`config.mk`:
```
export PLATFORM = sky130hd
export DESIGN_NAME = phase_sequencer
export DESIGN_NICKNAME = d
export VERILOG_FILES = /design/src/rtl/phase_seq_pkg.sv /design/src/rtl/ms_tick_gen.sv /design/src/rtl/phase_sequencer.sv
export SDC_FILE = /design/constraint.sdc
export NUM_CORES = 1
export LEC_CHECK = 0
export BUFFER_PORTS_ARGS = -buffer_cell sky130_fd_sc_hd__clkbuf_2
export CAP_MARGIN = 5
export CORE_MARGIN = 5
export CORE_UTILIZATION = 40
export CTS_CLUSTER_DIAMETER = 100
export DETAILED_ROUTE_END_ITERATION = 10
export PLACE_DENSITY = 0.59
export SLEW_MARGIN = 20
export SYNTH_ARGS = -nofsm -noshare
export SYNTH_HDL_FRONTEND = slang
export SYNTH_SLANG_ARGS = --single-unit
```
`constraint.sdc`:
```
create_clock -name clk -period 6.2 [get_ports clk]
set_clock_uncertainty 0.05 [all_clocks]
set_input_delay 1.24 -clock clk [delete_from_list [all_inputs] [get_ports clk]]
set_output_delay 1.24 -clock clk [all_outputs]
set_load 0.02 [all_outputs]
```
`src/rtl/phase_seq_pkg.sv`:
```
// Shared definitions for the LED phase sequencer.
// Holds the FSM state encoding, the default ms prescale, the blink half-period
// and a helper that derives cycles-per-ms from a clock frequency.
package phase_seq_pkg;

  // Sequencer control states
  typedef enum logic [1:0] {
    ST_IDLE  = 2'd0,
    ST_RUN   = 2'd1,
    ST_PAUSE = 2'd2
  } state_e;

  localparam int unsigned DEFAULT_CLK_HZ = 10_000_000;
  localparam int unsigned MS_CYCLES      = DEFAULT_CLK_HZ / 1000;
  localparam int unsigned BLINK_MS       = 250;

  // Clock cycles per millisecond for a given clock frequency
  function automatic int unsigned ms_cycles(input int unsigned clk_hz);
    return clk_hz / 1000;
  endfunction

endpackage

```
`src/rtl/ms_tick_gen.sv`:
```
// Free-running millisecond prescaler.
// Ports:
//   clk, rst_n : clock and asynchronous active-low reset
//   clear      : restart the count at zero on the next edge (wins over freeze)
//   freeze     : hold the count and suppress the tick
//   tick_c     : one-cycle pulse in the last cycle of each ms (combinational)
module ms_tick_gen
  import phase_seq_pkg::*;
#(
  parameter int unsigned CYCLES_PER_MS = MS_CYCLES
) (
  input  logic clk,
  input  logic rst_n,
  input  logic clear,
  input  logic freeze,
  output logic tick_c
);

  localparam int unsigned CNT_W = (CYCLES_PER_MS > 1) ? $clog2(CYCLES_PER_MS) : 1;
  localparam logic [CNT_W-1:0] CNT_LAST = CNT_W'(CYCLES_PER_MS - 1);

  logic [CNT_W-1:0] cnt_q;

  // Tick depends only on state, never on clear, to keep the parent loop-free
  assign tick_c = !freeze && (cnt_q == CNT_LAST);

  // Prescale counter
  always_ff @(posedge clk or negedge rst_n) begin
    if (!rst_n) begin
      cnt_q <= '0;
    end else if (clear) begin
      cnt_q <= '0;
    end else if (!freeze) begin
      cnt_q <= tick_c ? '0 : cnt_q + CNT_W'(1);
    end
  end

endmodule

```
`src/rtl/phase_sequencer.sv`:
```
// Table-driven LED phase sequencer.
// Steps through NUM_PHASES table entries, each lighting a mask (optionally
// blinking at 250 ms) for a programmable number of milliseconds.
// Ports:
//   clk, rst_n        : clock and asynchronous active-low reset
//   enable            : run while high; low returns to idle with LEDs off
//   hold              : freeze timing and LED state while high
//   skip              : one-cycle pulse ending the current phase
//   cfg_we/addr/mask/dur/blink : table write port, usable in any state
//   led               : registered LED drive
//   phase             : current phase index
//   phase_done        : one-cycle pulse on each phase advance
//   busy              : sequencer not idle
module phase_sequencer
  import phase_seq_pkg::*;
#(
  parameter int unsigned NUM_LEDS   = 3,
  parameter int unsigned NUM_PHASES = 4,
  parameter int unsigned CLK_HZ     = 10_000_000,
  parameter int unsigned DUR_W      = 16
) (
  input  logic                          clk,
  input  logic                          rst_n,
  input  logic                          enable,
  input  logic                          hold,
  input  logic                          skip,
  input  logic                          cfg_we,
  input  logic [$clog2(NUM_PHASES)-1:0] cfg_addr,
  input  logic [NUM_LEDS-1:0]           cfg_mask,
  input  logic [DUR_W-1:0]              cfg_dur,
  input  logic                          cfg_blink,
  output logic [NUM_LEDS-1:0]           led,
  output logic [$clog2(NUM_PHASES)-1:0] phase,
  output logic                          phase_done,
  output logic                          busy
);

  localparam int unsigned PH_W   = $clog2(NUM_PHASES);
  localparam int unsigned BC_W   = $clog2(BLINK_MS);
  localparam int unsigned MS_CYC = ms_cycles(CLK_HZ);
  localparam logic [PH_W-1:0]  PH_LAST    = PH_W'(NUM_PHASES - 1);
  localparam logic [BC_W-1:0]  BLINK_LAST = BC_W'(BLINK_MS - 1);
  localparam logic [DUR_W-1:0] DUR_RESET  = DUR_W'(1000);

  // Sequence table
  logic [NUM_LEDS-1:0] tbl_mask  [NUM_PHASES];
  logic [DUR_W-1:0]    tbl_dur   [NUM_PHASES];
  logic                tbl_blink [NUM_PHASES];

  // Control and shadow registers
  state_e              state_q, state_n;
  logic [PH_W-1:0]     phase_q, phase_n;
  logic [NUM_LEDS-1:0] led_q, led_n;
  logic                done_q, done_n;
  logic                busy_q, busy_n;
  logic [DUR_W-1:0]    ms_cnt_q, ms_cnt_n;
  logic [BC_W-1:0]     blink_cnt_q, blink_cnt_n;
  logic                blink_on_q, blink_on_n;
  logic [NUM_LEDS-1:0] sh_mask_q, sh_mask_n;
  logic [DUR_W-1:0]    sh_last_q, sh_last_n;
  logic                sh_blink_q, sh_blink_n;

  // Decode helpers
  logic                tick_c;
  logic                tick_clear_c;
  logic                expire_c;
  logic                advance_c;
  logic                start_c;
  logic [PH_W-1:0]     nxt_phase_c;
  logic [DUR_W-1:0]    dur_sel_c;

  ms_tick_gen #(
    .CYCLES_PER_MS (MS_CYC)
  ) u_tick (
    .clk    (clk),
    .rst_n  (rst_n),
    .clear  (tick_clear_c),
    .freeze (state_q == ST_PAUSE),
    .tick_c (tick_c)
  );

  // Phase-entry and advance decode; enable outranks skip and expiry
  always_comb begin
    expire_c     = tick_c && (ms_cnt_q == sh_last_q);
    advance_c    = (state_q == ST_RUN) && enable && (skip || expire_c);
    start_c      = (state_q == ST_IDLE) && enable;
    nxt_phase_c  = '0;
    if (!start_c && (phase_q != PH_LAST)) begin
      nxt_phase_c = phase_q + PH_W'(1);
    end
    dur_sel_c    = tbl_dur[nxt_phase_c];
    tick_clear_c = (state_q == ST_IDLE) || advance_c;
  end

  // Next state and registered-output values
  always_comb begin
    state_n     = state_q;
    phase_n     = phase_q;
    led_n       = led_q;
    done_n      = 1'b0;
    ms_cnt_n    = ms_cnt_q;
    blink_cnt_n = blink_cnt_q;
    blink_on_n  = blink_on_q;
    sh_mask_n   = sh_mask_q;
    sh_last_n   = sh_last_q;
    sh_blink_n  = sh_blink_q;

    unique case (state_q)
      ST_IDLE:  if (enable) state_n = ST_RUN;
      ST_RUN:   if (!enable) state_n = ST_IDLE;
                else if (hold) state_n = ST_PAUSE;
      ST_PAUSE: if (!enable) state_n = ST_IDLE;
                else if (!hold) state_n = ST_RUN;
      default:  state_n = ST_IDLE;
    endcase

    if (state_n == ST_IDLE) begin
      phase_n     = '0;
      led_n       = '0;
      ms_cnt_n    = '0;
      blink_cnt_n = '0;
      blink_on_n  = 1'b0;
    end else if (start_c || advance_c) begin
      // Phase entry: snapshot the table so later writes wait for re-entry
      phase_n     = nxt_phase_c;
      sh_mask_n   = tbl_mask[nxt_phase_c];
      sh_blink_n  = tbl_blink[nxt_phase_c];
      sh_last_n   = (dur_sel_c == '0) ? '0 : dur_sel_c - DUR_W'(1);
      ms_cnt_n    = '0;
      blink_cnt_n = '0;
      blink_on_n  = 1'b1;
      led_n       = tbl_mask[nxt_phase_c];
      done_n      = advance_c;
    end else if ((state_q == ST_RUN) && tick_c) begin
      ms_cnt_n = ms_cnt_q + DUR_W'(1);
      if (blink_cnt_q == BLINK_LAST) begin
        blink_cnt_n = '0;
        blink_on_n  = !blink_on_q;
      end else begin
        blink_cnt_n = blink_cnt_q + BC_W'(1);
      end
      led_n = (sh_blink_q && !blink_on_n) ? '0 : sh_mask_q;
    end

    busy_n = (state_n != ST_IDLE);
  end

  // Control registers
  always_ff @(posedge clk or negedge rst_n) begin
    if (!rst_n) begin
      state_q     <= ST_IDLE;
      phase_q     <= '0;
      led_q       <= '0;
      done_q      <= 1'b0;
      busy_q      <= 1'b0;
      ms_cnt_q    <= '0;
      blink_cnt_q <= '0;
      blink_on_q  <= 1'b0;
      sh_mask_q   <= '0;
      sh_last_q   <= '0;
      sh_blink_q  <= 1'b0;
    end else begin
      state_q     <= state_n;
      phase_q     <= phase_n;
      led_q       <= led_n;
      done_q      <= done_n;
      busy_q      <= busy_n;
      ms_cnt_q    <= ms_cnt_n;
      blink_cnt_q <= blink_cnt_n;
      blink_on_q  <= blink_on_n;
      sh_mask_q   <= sh_mask_n;
      sh_last_q   <= sh_last_n;
      sh_blink_q  <= sh_blink_n;
    end
  end

  // Table storage; reset pattern walks a single lit LED across the entries
  always_ff @(posedge clk or negedge rst_n) begin
    if (!rst_n) begin
      for (int i = 0; i < NUM_PHASES; i++) begin
        tbl_mask[i]  <= NUM_LEDS'(1 << (i % NUM_LEDS));
        tbl_dur[i]   <= DUR_RESET;
        tbl_blink[i] <= 1'b0;
      end
    end else if (cfg_we) begin
      tbl_mask[cfg_addr]  <= cfg_mask;
      tbl_dur[cfg_addr]   <= cfg_dur;
      tbl_blink[cfg_addr] <= cfg_blink;
    end
  end

  assign led        = led_q;
  assign phase      = phase_q;
  assign phase_done = done_q;
  assign busy       = busy_q;

endmodule

```
; After elaboration in Yosys (flattened, before gate mapping)
; Cells that the tools add are included.
[classes]
mux = 51
n_bitwise = 3
eq_ne = 7
n_lt_le_gt_ge = 3
reduce_logical = 23
n_addsub = 5
[op_table]
columns = cell, n
row1 = 2-to-1 mux 16 bit, 7
row2 = bitwise mux 64 bit, 1
row3 = 2-to-1 mux 14 bit, 3
row4 = binary-select mux 16 bit (select 2 bit), 1
row5 = demux 16 bit (select 2 bit), 1
row6 = 2-to-1 mux 8 bit, 4
row7 = 2-to-1 mux 3 bit, 7
row8 = "adder 16 x 1 -> 16 bit, second input constant", 1
row9 = equality test 16 bit, 1
row10 = logical NOT 16 bit, 1
row11 = 2-to-1 mux 2 bit, 8
row12 = "subtractor 16 x 1 -> 16 bit, second input constant", 1
row13 = "adder 14 x 1 -> 14 bit, second input constant", 1
row14 = "equality test 14 bit, second input constant", 1
row15 = bitwise mux 12 bit, 1
row16 = 2-to-1 mux 1 bit, 12
row17 = logical AND 1 bit, 9
row18 = "adder 8 x 1 -> 8 bit, second input constant", 1
row19 = "equality test 8 bit, second input constant", 1
row20 = binary-select mux 3 bit (select 2 bit), 1
row21 = demux 3 bit (select 2 bit), 1
row22 = "greater-or-equal comparator 3 bit, second input constant", 2
row23 = inverter 2 -> 3 bit, 2
row24 = case mux 2 bit (3 select lines), 1
row25 = other kinds (15), 23
[totals]
register_bits = 148
elab_cells = 116
in_bits = 28
out_inout_bits = 7

; Logic depth before layout (Yosys ltp)
; Gate-level depths: netlist of the first run.
[logic_depth]
word_depth = 15
ltp_mapped = 13
depth_no_buf = 10

; Cells and area by module
; A second synthesis of the first run with hierarchy kept.
[unflattened]
hier_cells = 689
area_unflattened_um2 = 7592.3
[modules_own_cells]
columns = module, cells_each, n_inst, area_per_inst_um2, seq_area_each_um2
row1 = phase_sequencer, 598, 1, 6742.7, 3388.2
row2 = ms_tick_gen, 91, 1, 849.6, 350.3

; Least setup slack after synthesis of the first run
; Ideal clock, no wire load.
[synth_path]
path_kind = input to register
from = input enable
to = register sh_last_q[10]
t_arrival_ps = 3912
path_buffers = 4
required_ps = 6016
stages = 13
path_slack_ps = 2103
path_cell_list = clkbuf_2 nor3b_1 buf_4 buf_4 o31ai_1 a221oi_1 ha_1 o2111ai_1 nor4_4 nand2_2 nor4_4 buf_4 o31ai_1
[synth_between]
elab_chain_len = 10
word_cells_on_any_way = 21
cone_classes = add/sub: 1 / mux: 9 / bitwise: 2 / reduce/logical: 9
[synth_lines]
columns = item, line
row1 = "start, declared", phase_sequencer.sv:24  ; input logic enable,
row2 = logical AND 1 bit, phase_sequencer.sv:86  ; start_c = (state_q == ST_IDLE) && enable;
row3 = logical NOT 1 bit, phase_sequencer.sv:88  ; if (!start_c && (phase_q != PH_LAST)) begin
row4 = logical AND 1 bit, phase_sequencer.sv:88
row5 = 2-to-1 mux 2 bit, phase_sequencer.sv:88
row6 = inverter 2 -> 3 bit (not written as such), phase_sequencer.sv:91  ; dur_sel_c = tbl_dur[nxt_phase_c];
row7 = binary-select mux 16 bit (select 2 bit), phase_sequencer.sv:91
row8 = 2-to-1 mux 16 bit (not written as such) (2 in a row), phase_sequencer.sv:91
row9 = subtractor 16 x 1 -> 16 bit or logical NOT 16 bit (tied branches), phase_sequencer.sv:128  ; sh_last_n = (dur_sel_c == '0) ? '0 : dur_sel_c - DUR_W'(1);
row10 = 2-to-1 mux 16 bit, phase_sequencer.sv:128
row11 = "end signal, assigned", phase_sequencer.sv:172  ; sh_last_q <= sh_last_n;
row12 = "end, declared", phase_sequencer.sv:60  ; logic [DUR_W-1:0] sh_last_q, sh_last_n;
; Parallel ways exist; a longest one is shown, timed or not. The select of a mux whose other input is x is not followed.
; A chain may end at the register's enable or synchronous reset.

; Worst setup path after layout of the first run
[layout_path]
from = register phase_q[0] (netlist: phase[0])
to = register sh_last_q[10]
[layout_between]
elab_chain_len = 9
word_cells_on_any_way = 11
cone_classes = add/sub: 2 / eq/ne: 1 / mux: 5 / bitwise: 1 / reduce/logical: 2
[layout_lines]
columns = item, line
row1 = "start, declared", phase_sequencer.sv:52  ; logic [PH_W-1:0] phase_q, phase_n;
row2 = "start signal, assigned", phase_sequencer.sv:164  ; phase_q <= phase_n;
row3 = "parallel branches: the longest is 2 deep, another holds adder 2 x 1 -> 2 bit", --
row4 = 2-to-1 mux 2 bit *, phase_sequencer.sv:88
row5 = inverter 2 -> 3 bit (not written as such) *, phase_sequencer.sv:91
row6 = binary-select mux 16 bit (select 2 bit) *, phase_sequencer.sv:91
row7 = 2-to-1 mux 16 bit (not written as such) * (2 in a row), phase_sequencer.sv:91
row8 = subtractor 16 x 1 -> 16 bit or logical NOT 16 bit (tied branches), phase_sequencer.sv:128
row9 = 2-to-1 mux 16 bit *, phase_sequencer.sv:128
; Mark *: on every way between the ends. The select of a mux whose other input is x is not followed.

==> results_dict.tcl, run 1 <==
set metrics [dict create \
    run_status "finished clean" \
    wl_mm 16.3 \
    diodes 0 \
    finish.utilization_pct 45.8 \
    yosysSeqAreaShare_pct 50.2 \
    mostFrequentLayoutCell "dfrtp_1" \
    grt_use_met2_pct 25.0 \
    busiest_layer "met2" \
    max-vdd-ir-drop_mv 0.212 \
    cts.sink_count 148 \
    final-hold-violation-count 0 \
    holdBufCountCts 0 \
    critPathTopFamily "simple AND/OR/NAND/NOR gates" \
    gp_congestion 0.823 \
    rsz0062_at_grt "false" \
    postLayoutCellArea_sq_um 8480 \
    antenna_found_initial 0 \
    port_buffers 34 \
    finalCritPeriodShare_pct 69.6 \
    ctsResizeCount 0 \
    cp-start-kind "register" \
    synth_nets 704 \
    p_total_mw 2.84 \
    slew_headroom_pct 45.0 \
    die_area_sq_um 21500 \
    clkTransAtPathRegs_ps 60 \
    drc 0 \
    cp_max_fo 24 \
    grt_first_pass_wirelength_mm 27.5 \
    num_rows 50 \
    cp_num_buf_inv 0 \
    synth_flop_cell "dfrtp_1" \
    async_reset_ff_share_pct 100 \
    cts_root_buffer "clkbuf_16" \
    place_area_sq_um 7820 \
    p_leak_nw 3.42 \
    postSynthAreaPerCell_sq_um 11.1 \
    drv_cap 0 \
    fp.dieW_microns 146 \
    numCtsBuffers 17 \
    postRouteAntennaNets 0 \
    p_per_area_nw_per_um2 335 \
    grt_start_max_net_pins 92 \
    first_iter_violations 296 \
    slew_viol_final 0 \
    wl_per_cell_microns 17.3 \
    htree_levels 4 \
    hold_path.class "register to register" \
    final_cell_mix "dfrtp_1 (120), mux2_2 (85), nor2_1 (55), nand2_1 (47), xnor2_1 (35)" \
    vias 5152 \
    viasPerCell 5.46 \
    dr.pass1.iters 5 \
    critPathMaxStageDelay_ps 810 \
    cp-end-kind "register" \
    start_util_pct 40.2 \
    cp_data_arrival_time_ps 4540 \
    synth_cell_type_count 59 \
    seqCellArea_sq_um 3740 \
    synth-seq-cells 148 \
    syn_inst 670 \
    cts_tree "built" \
    grtUsageMet3_pct 3.88 \
    grt_pass1_vias 5259 \
    grt-ovfl-total 0 \
    cp.required_ps 6420 \
    nets 730 \
    nFillCells 1710 \
    finalSetupTns_ps 0 \
    crit_slowest_cell "dfrtp_1" \
    grt_usage_pct 15.7 \
    core-area_sq_um 18500 \
    ys_warn_count 0 \
    syn_area_sq_um 7450 \
    io_pins 35 \
    synth_edf_count 0 \
    min_period_ps 4320 \
    dp_hpwl_mm 11.6 \
    use_met1_pct 21.7 \
    die_h_microns 146 \
    worstMarginPinSlew_ps 825 \
    setup_viol 0 \
    worstSetupPathType "register to register" \
    fmax_ghz 0.232 \
    crit_chain "ha_1 > or2_2 > nor2_1 > a221oi_1 > ha_1 > o2111ai_1 > nor4_4 > nand2_2 > nor4_4 > o31ai_1" \
    drive_gt1_share_pct 28.1 \
    post-cts-setup-buffers 0 \
    multi_input_area_sq_um 3540 \
    syn_to_final_growth_pct 13.8 \
    clk_latency_ps 420 \
    cts_max_path_buffers 2 \
]
==> per-layer routing <==
layer  up-vias  part of all wire [%]
li1       2467                     -
met1      2569                    47
met2       101                    48
met3        15                   4.0
met4         0                   1.0
met5         -                     0
==> synth_stat cells (3+ instances only) <==
cell / n / area, sq um
a211oi_1: 7 / 52.6
a21o_1: 5 / 37.5
a21oi_1: 13 / 65.1
a221o_1: 11 / 110
a221oi_1: 4 / 35.0
and2_1: 4 / 25.0
and3_1: 7 / 43.8
buf_2: 4 / 20.0
buf_4: 3 / 22.5
clkbuf_1: 25 / 93.8
dfrtp_1: 120 / 3000
dfstp_2: 28 / 736
ha_1: 6 / 75.1
inv_1: 10 / 37.5
mux2_2: 85 / 957
mux2i_1: 15 / 150
nand2_1: 47 / 176
nand2b_1: 7 / 43.8
nand3_1: 21 / 105
nand3b_1: 6 / 45.0
nand4_1: 14 / 87.6
nor2_1: 55 / 206
nor2b_1: 3 / 18.8
nor3_1: 27 / 135
nor3b_1: 4 / 30.0
nor4_1: 3 / 18.8
nor4_4: 3 / 63.8
o21ai_0: 13 / 65.1
o22a_1: 3 / 26.3
o22ai_1: 8 / 50.1
o31ai_1: 13 / 97.6
or3_1: 5 / 31.3
xnor2_1: 35 / 307
xor2_1: 23 / 201
==> power breakdown <==
part,internal [mW],total (mW),switching (mW),leakage [nW]
clock,0.695,1.08,0.389,0.302
combinational,0.242,0.511,0.269,1.31
sequential,1.14,1.24,0.102,1.82
==> registers in the layout, summed over array words and instances (netlist names) <==
register,count
blink_cnt_q,8
tbl_dur,64
u_tick.cnt_q,14
busy,1
state_q,2
ms_cnt_q,16
sh_last_q,16
sh_mask_q,3
sh_blink_q,1
blink_on_q,1
phase,2
phase_done,1
led,3
tbl_blink,4
tbl_mask,12
==> final timing paths <==
check,from,end,cells past startpoint,slack [ps]
worst min-delay path,sh_mask_q[2],sh_mask_q[2],1,440
worst max register to register,phase[0],sh_last_q[10],10,1880
max in group asynchronous,rst_n,tbl_dur[0],2,4020
worst min register to register,sh_mask_q[2],sh_mask_q[2],1,440
worst max-delay path,phase[0],sh_last_q[10],10,1880
min in group asynchronous,rst_n,u_tick.cnt_q[13],1,850
==> logic make-up (layout without fill, tap and decap cells) <==
| group | count (synthesis) | count (layout) | share of synthesized area, % |
|---|---|---|---|
| AO/OA/AOI/OAI | 95 | 95 | 9.30 |
| XOR/XNOR | 58 | 58 | 6.82 |
| adder cells (fa/ha/maj) | 6 | 6 | 1.01 |
| buffers and inverters | 46 | 85 | 2.67 |
| flip-flops | 148 | 148 | 50.2 |
| multiplexers | 100 | 100 | 14.9 |
| AND/OR/NAND/NOR | 217 | 217 | 15.2 |
==> through the flow <==
step                hold WS [ps]  worst slack, ps  cells
floorplan                    400             2100    670
global placement             416             1880    909
detailed placement           423             1660    909
CTS                          437             1900    941
global route                 459             1470    943
finish                       436             1880    943
==> area by class of cell <==
class	count	area share [%]
Multi-Input combinational cell	476	41.7
Clock buffer	23	5.52
Timing Repair Buffer	43	3.01
Clock inverter	9	1.79
Tap cell	234	3.45
Sequential cell	148	44.1
Inverter	10	0.443
Power figures use the tool's default switching activity.
==> run 2, diff against run 1 <==
PLACE_DENSITY = 0.61   (was 0.59)
clock period = 3.84 ns   (was 6.2 ns; I/O delays follow)
==> results_dict.tcl, run 2 (synthesized netlist as in run 1, its figures left out) <==
set metrics [dict create \
    run_status "finished clean" \
    drc 0 \
    worstSetupPathType "register to register" \
    p_total_mw 4.52 \
    die_area_sq_um 21500 \
    critPathTopFamily "simple AND/OR/NAND/NOR gates" \
    cp_data_arrival_time_ps 3600 \
    vias 5185 \
    dp.cells 923 \
    clk_latency_ps 420 \
    drv_cap 0 \
    crit_chain "ha_1 > or2_2 > nor2_1 > a221oi_1 > ha_1 > o2111ai_1 > nor4_4 > nand2_2 > nor4_4 > buf_4 > o31ai_1" \
    fmax_ghz 0.296 \
    wl_per_cell_microns 16.7 \
    slew_headroom_pct 49.0 \
    registers.top_by_ff_count "tbl_dur" \
    postRouteAntennaNets 0 \
    slew_viol_final 0 \
    min_period_ps 3380 \
    first_iter_violations 348 \
    cp-start-kind "register" \
    dr.pass1.iters 5 \
    fin_cells 955 \
    diodes 0 \
    setup_viol 0 \
    core-area_sq_um 18500 \
    ctsResizeCount 0 \
    cts_max_path_buffers 2 \
    finalCritPeriodShare_pct 88.1 \
    grt_usage_pct 15.6 \
    gp_congestion 0.831 \
    max-vdd-ir-drop_mv 0.338 \
    io_pins 35 \
    rsz0062_at_grt "false" \
    syn_to_final_growth_pct 14.7 \
    drive_gt1_share_pct 29.4 \
    cp-end-kind "register" \
    path_depth 11 \
    clkTransAtPathRegs_ps 60 \
    viasPerCell 5.43 \
    cts.sink_count 148 \
    grt_start_max_net_pins 82 \
    port_buffers 34 \
    wl_mm 15.9 \
    dp_slack_ps 335 \
    worstMarginPinSlew_ps 765 \
    fin_ws_ps 457 \
    num_rows 50 \
    nets 742 \
    die_h_microns 146 \
    grt-ovfl-total 0 \
    critPathMaxStageDelay_ps 420 \
    cp.required_ps 4060 \
    largest_reg_flops 64 \
    ff2ff_path_depth 11 \
    final-hold-violation-count 0 \
    reg_top3 "tbl_dur: 64 flops, ms_cnt_q: 16 flops, sh_last_q: 16 flops" \
    post-cts-setup-buffers 0 \
    start_util_pct 40.2 \
    cts_tree "built" \
    final_cell_mix "dfrtp_1 (120), mux2_2 (85), nor2_1 (55), nand2_1 (47), xnor2_1 (35)" \
    p_per_area_nw_per_um2 529 \
    finalSetupTns_ps 0 \
    mostFrequentLayoutCell "dfrtp_1" \
    p_leak_nw 3.46 \
    holdBufCountCts 0 \
    dp_hpwl_mm 11.6 \
    crit_slowest_cell "ha_1" \
    cp_num_buf_inv 1 \
    hold_path.class "primary input to async pin" \
    htree_levels 4 \
    numCtsBuffers 17 \
    grt_pass1_vias 5355 \
    cts_root_buffer "clkbuf_16" \
    grt_first_pass_wirelength_mm 27.4 \
    cp_max_fo 13 \
    fp.dieW_microns 146 \
    antenna_found_initial 0 \
]
==> run 2: changes by cell type in the layout (fill, tap and decap cells not counted), sizes merged <==
| cell | before | now |
|---|---|---|
| buf | 10 | 22 |
| clkinvlp | 1 | 5 |
| clkbuf | 56 | 53 |
| bufinv | 4 | 3 |
==> run 2: through the flow <==
| step | hold WS [ps] | instance area [sq um] | util, % |
|---|---|---|---|
| floorplan | 400 | 7450 | - |
| global placement | 418 | 7940 | 42.9 |
| detailed placement | 425 | 7940 | 42.9 |
| CTS | 357 | 8540 | 46.1 |
| global route | 401 | 8550 | 46.2 |
| finish | 344 | 8550 | 46.2 |
==> run 2: area by class of cell <==
type                       count  area, sq um
tap                          234          293
inverter                      10         37.5
clock inverter                12          155
timing repair buffer          55          347
fill                        1717         9970
multi-input combinational    476         3530
clock buffer                  20          447
sequential                   148         3740
==> run 2: final timing paths <==
| check | to | from | slack (ps) |
|---|---|---|---|
| min in group clk | sh_mask_q[0] | sh_mask_q[0] | 440 |
| min | u_tick.cnt_q[12] | rst_n | 340 |
| max reg2reg | sh_last_q[3] | phase[1] | 460 |
| min reg2reg | sh_mask_q[0] | sh_mask_q[0] | 440 |
| max in group asynchronous | tbl_dur[54] | rst_n | 2630 |
| max | sh_last_q[3] | phase[1] | 460 |
==> run 2: power breakdown <==
| group | internal, mW | switching [mW] |
|---|---|---|
| clock | 1.04 | 0.644 |
| combinational | 0.403 | 0.438 |
| sequential | 1.84 | 0.158 |
==> run 2: worst register-to-register path: stages, from the launching register on <==
cell and delay, ps:
dfrtp_1 390, ha_1 420, or2_2 350, nor2_1 130
a221oi_1 350, ha_1 240, o2111ai_1 180, nor4_4 350
nand2_2 140, nor4_4 300, buf_4 220, o31ai_1 100
==> run 2: metal layers <==
metal  track usage (%)  wire (microns)  vias to the layer above
met5                 0               0                        -
met1              21.2            7530                     2592
met2              25.1            7670                       84
met4              4.23             204                        0
met3              3.69             506                       18
li1                  -               -                     2491
